### src/rtl/ascii_num_stream_parser.sv
// Splits an ASCII byte stream into delimiter-separated signed integers and emits
// them one at a time on a valid/ready port; 1-cycle latency, full input backpressure while emitting.
module ascii_num_stream_parser #(
  parameter int DATA_W        = 32,
  parameter int MAX_COUNT     = 2048,
  parameter int CNT_W         = $clog2(MAX_COUNT + 1),
  parameter int ALLOW_COMMA   = 1,
  parameter int ALLOW_NEWLINE = 1
) (
  input  logic              clk,
  input  logic              rst_n,
  input  logic              start,
  input  logic              clear,
  input  logic              in_valid,
  output logic              in_ready,
  input  logic [7:0]        in_data,
  input  logic              in_last,
  output logic              num_valid,
  input  logic              num_ready,
  output logic [DATA_W-1:0] num_data,
  output logic              num_last,
  output logic [CNT_W-1:0]  num_count,
  output logic              done,
  output logic              err,
  output logic [1:0]        err_code
);

  localparam int AW = DATA_W + 4;

  typedef enum logic [2:0] {
    ST_IDLE,
    ST_SKIP,
    ST_ACCUM,
    ST_EMIT,
    ST_DONE,
    ST_ERROR
  } state_t;

  state_t              state_q;
  logic [AW-1:0]       acc_q;
  logic                neg_q;
  logic                digits_q;
  logic                pend_done_q;
  logic                in_ready_q;
  logic                num_valid_q;
  logic [DATA_W-1:0]   num_data_q;
  logic                num_last_q;
  logic [CNT_W-1:0]    num_count_q;
  logic                done_q;
  logic                err_q;
  logic [1:0]          err_code_q;

  logic                fire;
  logic                in_skip;
  logic                is_digit;
  logic                is_minus;
  logic                is_delim;
  logic [3:0]          digit;
  logic                neg_eff;
  logic [AW-1:0]       acc_base;
  logic [AW-1:0]       acc_d;
  logic [AW-1:0]       lim_pos;
  logic [AW-1:0]       lim;
  logic                ovf;
  logic                bad_char;
  logic                val_ovf;
  logic                tok_end;
  logic [AW-1:0]       term_acc;
  logic [DATA_W-1:0]   term_mag;
  logic [DATA_W-1:0]   term_data_d;
  logic                count_full;

  always_comb begin
    fire     = in_valid && in_ready_q;
    in_skip  = (state_q == ST_SKIP);
    is_digit = (in_data >= 8'h30) && (in_data <= 8'h39);
    is_minus = (in_data == 8'h2D);
    is_delim = (in_data == 8'h20) ||
               ((ALLOW_COMMA != 0) && (in_data == 8'h2C)) ||
               ((ALLOW_NEWLINE != 0) && ((in_data == 8'h0A) || (in_data == 8'h0D)));
    digit    = in_data[3:0];

    // A digit seen in SKIP starts a fresh positive token.
    neg_eff  = in_skip ? 1'b0 : neg_q;
    acc_base = in_skip ? '0 : acc_q;
    acc_d    = acc_base * AW'(10) + AW'(digit);
    lim_pos  = {{5{1'b0}}, {(DATA_W-1){1'b1}}};
    lim      = neg_eff ? (lim_pos + AW'(1)) : lim_pos;
    ovf      = acc_d > lim;

    bad_char = in_skip ? ((!is_delim && !is_digit && !is_minus) || (is_minus && in_last))
                       : (is_minus || (!is_digit && !is_delim) || (is_delim && !digits_q));
    val_ovf  = is_digit && ovf;
    tok_end  = (is_digit && in_last) || (!in_skip && is_delim);

    term_acc    = is_digit ? acc_d : acc_q;
    term_mag    = term_acc[DATA_W-1:0];
    term_data_d = neg_eff ? -term_mag : term_mag;
    count_full  = (num_count_q == CNT_W'(MAX_COUNT));
  end

  always_ff @(posedge clk or negedge rst_n) begin
    if (!rst_n) begin
      state_q     <= ST_IDLE;
      acc_q       <= '0;
      neg_q       <= 1'b0;
      digits_q    <= 1'b0;
      pend_done_q <= 1'b0;
      in_ready_q  <= 1'b0;
      num_valid_q <= 1'b0;
      num_data_q  <= '0;
      num_last_q  <= 1'b0;
      num_count_q <= '0;
      done_q      <= 1'b0;
      err_q       <= 1'b0;
      err_code_q  <= 2'd0;
    end else if (clear) begin
      state_q     <= ST_IDLE;
      in_ready_q  <= 1'b0;
      num_valid_q <= 1'b0;
      num_data_q  <= '0;
      num_last_q  <= 1'b0;
      num_count_q <= '0;
      done_q      <= 1'b0;
      err_q       <= 1'b0;
      err_code_q  <= 2'd0;
      pend_done_q <= 1'b0;
    end else begin
      case (state_q)
        ST_IDLE: begin
          if (start) begin
            state_q     <= ST_SKIP;
            acc_q       <= '0;
            neg_q       <= 1'b0;
            digits_q    <= 1'b0;
            pend_done_q <= 1'b0;
            num_count_q <= '0;
            done_q      <= 1'b0;
            err_q       <= 1'b0;
            err_code_q  <= 2'd0;
            in_ready_q  <= 1'b1;
          end
        end

        ST_SKIP, ST_ACCUM: begin
          if (fire) begin
            if (bad_char) begin
              state_q    <= ST_ERROR;
              err_q      <= 1'b1;
              err_code_q <= 2'd1;
              in_ready_q <= 1'b0;
            end else if (val_ovf) begin
              state_q    <= ST_ERROR;
              err_q      <= 1'b1;
              err_code_q <= 2'd2;
              in_ready_q <= 1'b0;
            end else if (tok_end) begin
              in_ready_q <= 1'b0;
              if (count_full) begin
                state_q    <= ST_ERROR;
                err_q      <= 1'b1;
                err_code_q <= 2'd3;
              end else begin
                // A delimiter carrying in_last ends the stream after this number.
                state_q     <= ST_EMIT;
                num_valid_q <= 1'b1;
                num_data_q  <= term_data_d;
                num_last_q  <= is_digit;
                pend_done_q <= is_delim && in_last;
              end
            end else if (is_delim) begin
              if (in_last) begin
                state_q    <= ST_DONE;
                done_q     <= 1'b1;
                in_ready_q <= 1'b0;
              end
            end else if (is_digit) begin
              state_q  <= ST_ACCUM;
              acc_q    <= acc_d;
              neg_q    <= neg_eff;
              digits_q <= 1'b1;
            end else begin
              state_q  <= ST_ACCUM;
              acc_q    <= '0;
              neg_q    <= 1'b1;
              digits_q <= 1'b0;
            end
          end
        end

        ST_EMIT: begin
          if (num_ready) begin
            num_valid_q <= 1'b0;
            num_count_q <= num_count_q + CNT_W'(1);
            if (num_last_q || pend_done_q) begin
              state_q <= ST_DONE;
              done_q  <= 1'b1;
            end else begin
              state_q    <= ST_SKIP;
              in_ready_q <= 1'b1;
              acc_q      <= '0;
              neg_q      <= 1'b0;
              digits_q   <= 1'b0;
            end
          end
        end

        ST_DONE, ST_ERROR: begin
          in_ready_q <= 1'b0;
        end

        default: begin
          state_q    <= ST_IDLE;
          in_ready_q <= 1'b0;
        end
      endcase
    end
  end

  assign in_ready  = in_ready_q;
  assign num_valid = num_valid_q;
  assign num_data  = num_data_q;
  assign num_last  = num_last_q;
  assign num_count = num_count_q;
  assign done      = done_q;
  assign err       = err_q;
  assign err_code  = err_code_q;

endmodule

### config.mk
export PLATFORM = sky130hd
export DESIGN_NAME = ascii_num_stream_parser
export DESIGN_NICKNAME = d
export VERILOG_FILES = /design/src/rtl/ascii_num_stream_parser.sv
export SDC_FILE = /design/constraint.sdc
export NUM_CORES = 1
export LEC_CHECK = 0
export BUFFER_PORTS_ARGS = -buffer_cell sky130_fd_sc_hd__clkbuf_2
export CAP_MARGIN = 20
export CORE_MARGIN = 10
export CORE_UTILIZATION = 55
export CTS_CLUSTER_DIAMETER = 80
export DETAILED_ROUTE_END_ITERATION = 7
export GPL_TIMING_DRIVEN = 1
export HOLD_SLACK_MARGIN = 0.02
export PLACE_DENSITY = 0.86
export SLEW_MARGIN = 20
export SYNTH_ARGS = -nofsm -noshare
export SYNTH_HDL_FRONTEND = slang
export SYNTH_SLANG_ARGS = --single-unit
### constraint.sdc
create_clock -name clk -period 6.6 [get_ports clk]
set_clock_uncertainty 0.1 [all_clocks]
set_input_delay 0.33 -clock clk [delete_from_list [all_inputs] [get_ports clk]]
set_output_delay 0.33 -clock clk [all_outputs]
set_load 0.005 [all_outputs]
# Word level (Yosys, flattened, before mapping)
# Cells that the tools add are included.
# word_totals
regBits	93
# op_classes
n_addsub	3
multipliers	1
magnitude_cmp	3
n_eq_ne	40
muxes	114
bitwise	1
reduce_logical	43
# op_table
cell	n
36-bit 2-to-1 mux	10
32-bit 2-to-1 mux	10
36-bit case mux with 3 select lines	1
1-bit 2-to-1 mux	62
36-bit by 4-bit adder with 36-bit output	1
36-bit by 32-bit greater-than comparator with 1-bit output	1
36-bit by 3-bit multiplier with 35-bit output (second input constant)	1
12-bit 2-to-1 mux	3
3-bit inequality test (second input constant)	12
3-bit 2-to-1 mux	11
32-bit negation	1
8-bit by 6-bit equality test with 1-bit output (second input constant)	3
2-bit inequality test (second input constant)	12
12-bit case mux with 2 select lines	1
10-bit AND reduction	2
8-bit by 4-bit equality test with 1-bit output (second input constant)	2
2-bit 2-to-1 mux	7
7-bit AND reduction	2
12-bit by 1-bit adder with 12-bit output (second input constant)	1
12-bit equality test (second input constant)	1
6-bit inequality test (second input constant)	2
1-bit case mux with 3 select lines	4
3-bit case mux with 4 select lines	1
6-bit AND reduction	2
20 further kinds	52

# Depth between registers and ports, before layout
# depth
depth_word	14
mapped_depth	31

# Least setup slack after synthesis
# Ideal clock, no wire load.
# synth_path
kind	register to register
startpoint	register state_q[2]
endpoint	register num_last_q (netlist: num_last)
setup_ns	0.132
arrival_ns	6.894
path_slack_ns	-0.526
path_stages_with_launch	29
path_buffers	6
period_less_slack_ns	7.126
path_cell_list	dfrtp_1 -> buf_6 -> or3b_1 -> buf_2 -> clkbuf_1 -> clkbuf_1 -> and2_1 -> ha_1 -> ha_1 -> a211oi_1 -> o21ai_2 -> a211oi_1 -> xor2_1 -> nor3_1 -> nand3_1 -> nor3_1 -> nand3_1 -> xnor2_1 -> ha_1 -> nand4_1 -> or2_2 -> or4_1 -> o211a_1 -> o31a_1 -> buf_2 -> nor2_4 -> buf_4 -> mux2i_1 -> nor2_1
# synth_via
elab_chain_len	8
# synth_rtl
item	line_no	source
from (decl)	39	state_t state_q;
from (signal assigned)	104	state_q <= ST_IDLE;
from (signal assigned)	118	state_q <= ST_IDLE;
from (signal assigned)	132	state_q <= ST_SKIP;
3-bit by 1-bit equality test with 1-bit output	75, 129	
36-bit 2-to-1 mux	85	acc_base = in_skip ? '0 : acc_q;
36-bit by 3-bit multiplier with 35-bit output	86	acc_d = acc_base * AW'(10) + AW'(digit);
36-bit by 4-bit adder with 36-bit output	86	
36-bit by 32-bit greater-than comparator with 1-bit output	89	ovf = acc_d > lim;
1-bit logical AND	93	val_ovf = is_digit && ovf;
2-bit inequality test (no source line)	n/a	
6-bit AND reduction (no source line) (*)	n/a	
to (signal assigned)	168	num_last_q <= is_digit;
to (decl)	47	logic num_last_q;
# Every way passes the cells marked *; elsewhere a longest branch is shown, timed or not.
# A chain may end at the register's enable or synchronous reset.

# Worst setup path in the final report
# layout_path
startpoint	register state_q[1]
endpoint	register num_data_q[14] (netlist: num_data[14])
# layout_via
elab_chain_len	14
# layout_rtl
item	line_no	source
3-bit by 1-bit equality test with 1-bit output	75, 129	
36-bit 2-to-1 mux	85	
36-bit by 3-bit multiplier with 35-bit output	86	
36-bit by 4-bit adder with 36-bit output	86	
32-bit 2-to-1 mux	96	term_acc = is_digit ? acc_d : acc_q;
32-bit negation	98	term_data_d = neg_eff ? -term_mag : term_mag;
32-bit 2-to-1 mux	98	
32-bit 2-to-1 mux	159	if (count_full) begin
32-bit 2-to-1 mux	157	end else if (tok_end) begin
32-bit 2-to-1 mux	152	end else if (val_ovf) begin
32-bit 2-to-1 mux	147	if (bad_char) begin
32-bit 2-to-1 mux	146	if (fire) begin
32-bit 2-to-1 mux	129	case (state_q)
32-bit 2-to-1 mux	117	end else if (clear) begin
to (signal assigned)	167	num_data_q <= term_data_d;
to (decl)	46	logic [DATA_W-1:0] num_data_q;
# Parallel ways exist; a longest one is shown, timed or not. The select of a mux whose other input is x is not followed.

==> flow_summary.toml <==
[clock_tree]
ctsLongestPathBuffers = 2
numCtsBuffers = 9
path_clk_slew_ps = 70
clk_latency_ps = 350
clock_sink_count = 92
root_buffer = "clkbuf_16"
htree_levels = 3
tritoncts = "built"

[sta]
hold_viol = 0
finalSetupViolCount = 78
worst_pin_slew_ps = 1090
finalMaxSlewViolations = 0
setup_ws_ps = -277
period_minus_slack_ps = 6880
max_freq_mhz = 145
fin_crit_sh_pct = 104
rsz0062_at_grt = "yes"
slew_headroom_pct = 27.5

[power_and_ir_drop]
peakVddDrop_mv = 0.155
p_total_mw = 1.54
p_per_area_mw_per_mm2 = 123
p_leak_nw = 5.94

[route]
wl_per_cell_microns = 20.7
wl_mm = 32.8
routed_via_density = 6.63
postRouteAntennaNets = 0
route.vias.total = 10500
drt-initial-drc-count = 1123
drc = 0
first_pass_iters = 6

[setup_path]
r2r-start = "state_q[1]"
cp_slowest_stage_delay_ps = 500
cp-start-kind = "flip-flop"
worst_setup_path_end_kind = "flip-flop"
reg2reg_slack_ps = -280
cp_slowest_cell = "or4_1"
rr_endpoint = "num_data[14]"
crit_required_ps = 6740
crit_fanout = 15
arrival_ps = 7020
cpMostUsedCell = "nand3_1"
crit_type = "reg2reg"
reg2regPathDepth = 27

[floorplanning]
die_area_sq_mm = 0.0235
die_h_microns = 153
rows = 48
placeableCoreArea_sq_mm = 0.0174
initial_core_util_pct = 56.3
die_w_microns = 153
ios = 66

[finish]
antenna_cells = 0
final_nets = 1468
drive_above_1_share_pct = 26.7
syn2layout_area_growth_pct = 27.6
layout_common_cells = "142 x buf_4, 112 x nor2_1, 93 x nand2_1, 92 x dfrtp_1, 83 x ha_1"
final_common_cell = "buf_4"

[global_route]
antenna_found_initial = 0
track_usage_pct = 24.3
grt_max_degree = 58
grt_pass1_vias = 9865
grt-ovfl-total = 0
grt_pass1_wl_mm = 49.0

[hold_path]
whs_path_depth = 2
hp-start = "in_data[0]"
hp-class = "in2reg"
min_to = "acc_q[0]"

[synth]
syn_nets = 1296
synthCells = 1182
synth_flop_cell = "dfrtp_1"
ys_seq_area_share_pct = 23.6
synth_area_per_cell_sq_um = 8.27
ys_types = 89
syn_area_sq_mm = 0.00977
synth-async-reset-ratio_pct = 100
synth-seq-cells = 92
ys.warnings.count = 0
synth_edf_count = 0

[place]
hpwlAfterDp_mm = 22.6
portBuffers = 65
dpl_worst_slack_ps = -232
routabilityCongestion = 0.942

[job]
cap_viol_max_count = 0

[run_status]
violations = "negative setup slack"
outcome = "complete, but fails checks"
[what timing repair did]
| item | 4_1_cts | 5_1_grt |
|---|---|---|
| endpoints found under the hold margin | 35 | 0 |
| setup endpoints to repair | 76 | 79 |
| gates cloned | 1 | 5 |
| pin swaps | 8 | 48 |
| resized for setup | 21 | 80 |
| buffers inserted | 3 | 16 |
| hold buffers | 1 | 0 |
[final cells by class]
| class | count | area (sq um) |
|---|---|---|
| Timing Repair Buffer | 224 | 1690 |
| Tap cell | 225 | 282 |
| Multi-Input combinational cell | 1001 | 7770 |
| Clock inverter | 7 | 105 |
| Inverter | 26 | 97.6 |
| Clock buffer | 9 | 225 |
| Fill cell | 1184 | 4880 |
| Sequential cell | 92 | 2300 |
[metrics by stage]
step,instance area (sq um),util [%],cells,hold slack [ps],setup TNS [ps]
global route,12500,71.9,1584,204,-32940
CTS,11800,68.1,1563,187,0
finish,12500,71.9,1584,207,-13330
detailed placement,11300,65.3,1542,221,-9470
floorplan,10000,-,1182,-65.6,0
global placement,11300,65.3,1542,211,0
[cell usage after synthesis (all sizes together), types with 5 or more instances]
cell     instances  area [sq um]
nor2           116           443
ha              98          1230
nand2           95           359
dfrtp           92          2300
o21ai           72           368
a21oi           63           319
xnor2           48           420
and2            46           288
xor2            39           342
a22o            36           315
clkbuf          36           135
mux2i           32           320
a211oi          30           235
nand3           30           150
nor3            29           155
nand4           28           188
buf             27           155
inv             26          97.6
and3            20           125
a21o            16           120
o211ai          16           120
a31oi           15          93.8
nor4            14          93.8
nor2b           11          68.8
or3             11          73.8
and4             9          78.8
o31ai            9          81.3
o22ai            8          50.1
or4              8          60.1
a21boi           7          56.3
o21a             7          52.6
or2              7          43.8
a2111oi          6          55.1
nor4b            6          88.8
a211o            5          43.8
[kinds of logic (layout without fill, tap and decap cells)]
logic type,Yosys count,count (layout),synth area share [%]
xor gates and xnor gates,88,88,8.03
buffers and inverters,89,266,3.97
DFF,92,92,23.6
adders and majority gates,99,99,12.8
muxes,35,35,3.62
AOI/OAI and AO/OA,338,338,24.3
and+or+nand+nor,441,441,23.8
[sequential cells by signal (all words and copies together) (netlist names)]
name	count
digits_q	1
err	1
pend_done_q	1
state_q	3
neg_q	1
done	1
num_last	1
num_data	32
in_ready	1
num_valid	1
num_count	12
acc_q	35
err_code	2
[critical path: cells and delay by family (launching register included)]
kind,cells,cell delay (ps)
xor gates and xnor gates,1,180
and+or+nand+nor,12,2690
adders and majority gates,3,990
DFF,1,390
AOI/OAI and AO/OA,6,1470
buffers and inverters,5,940
[how the worst max path moves through the flow]
stage,start,end,slack [ps]
floorplan,state_q[2],num_last,30
global placement,state_q[1],in_ready,40
detailed placement,state_q[1],num_data[24],-230
CTS,state_q[1],num_data[24],0.1
global route,state_q[1],num_data[9],-530
finish,state_q[1],num_data[14],-280
[power breakdown]
group	internal [mW]	total [mW]	switching, mW
clock network	0.339	0.588	0.249
logic	0.119	0.368	0.248
registers	0.575	0.582	0.00789
[layer usage]
metal | wire, microns | vias up | share of wire (%) | GRT usage (%)
met5 | 0 | - | 0 | 0
met4 | 1350 | 0 | 4.1 | 6.54
met3 | 2910 | 141 | 8.8 | 3.23
met2 | 15900 | 601 | 48 | 42.5
met1 | 12700 | 4965 | 39 | 30.4
li1 | - | 4800 | - | -
Note: power is estimated with default switching activity, not from simulation.
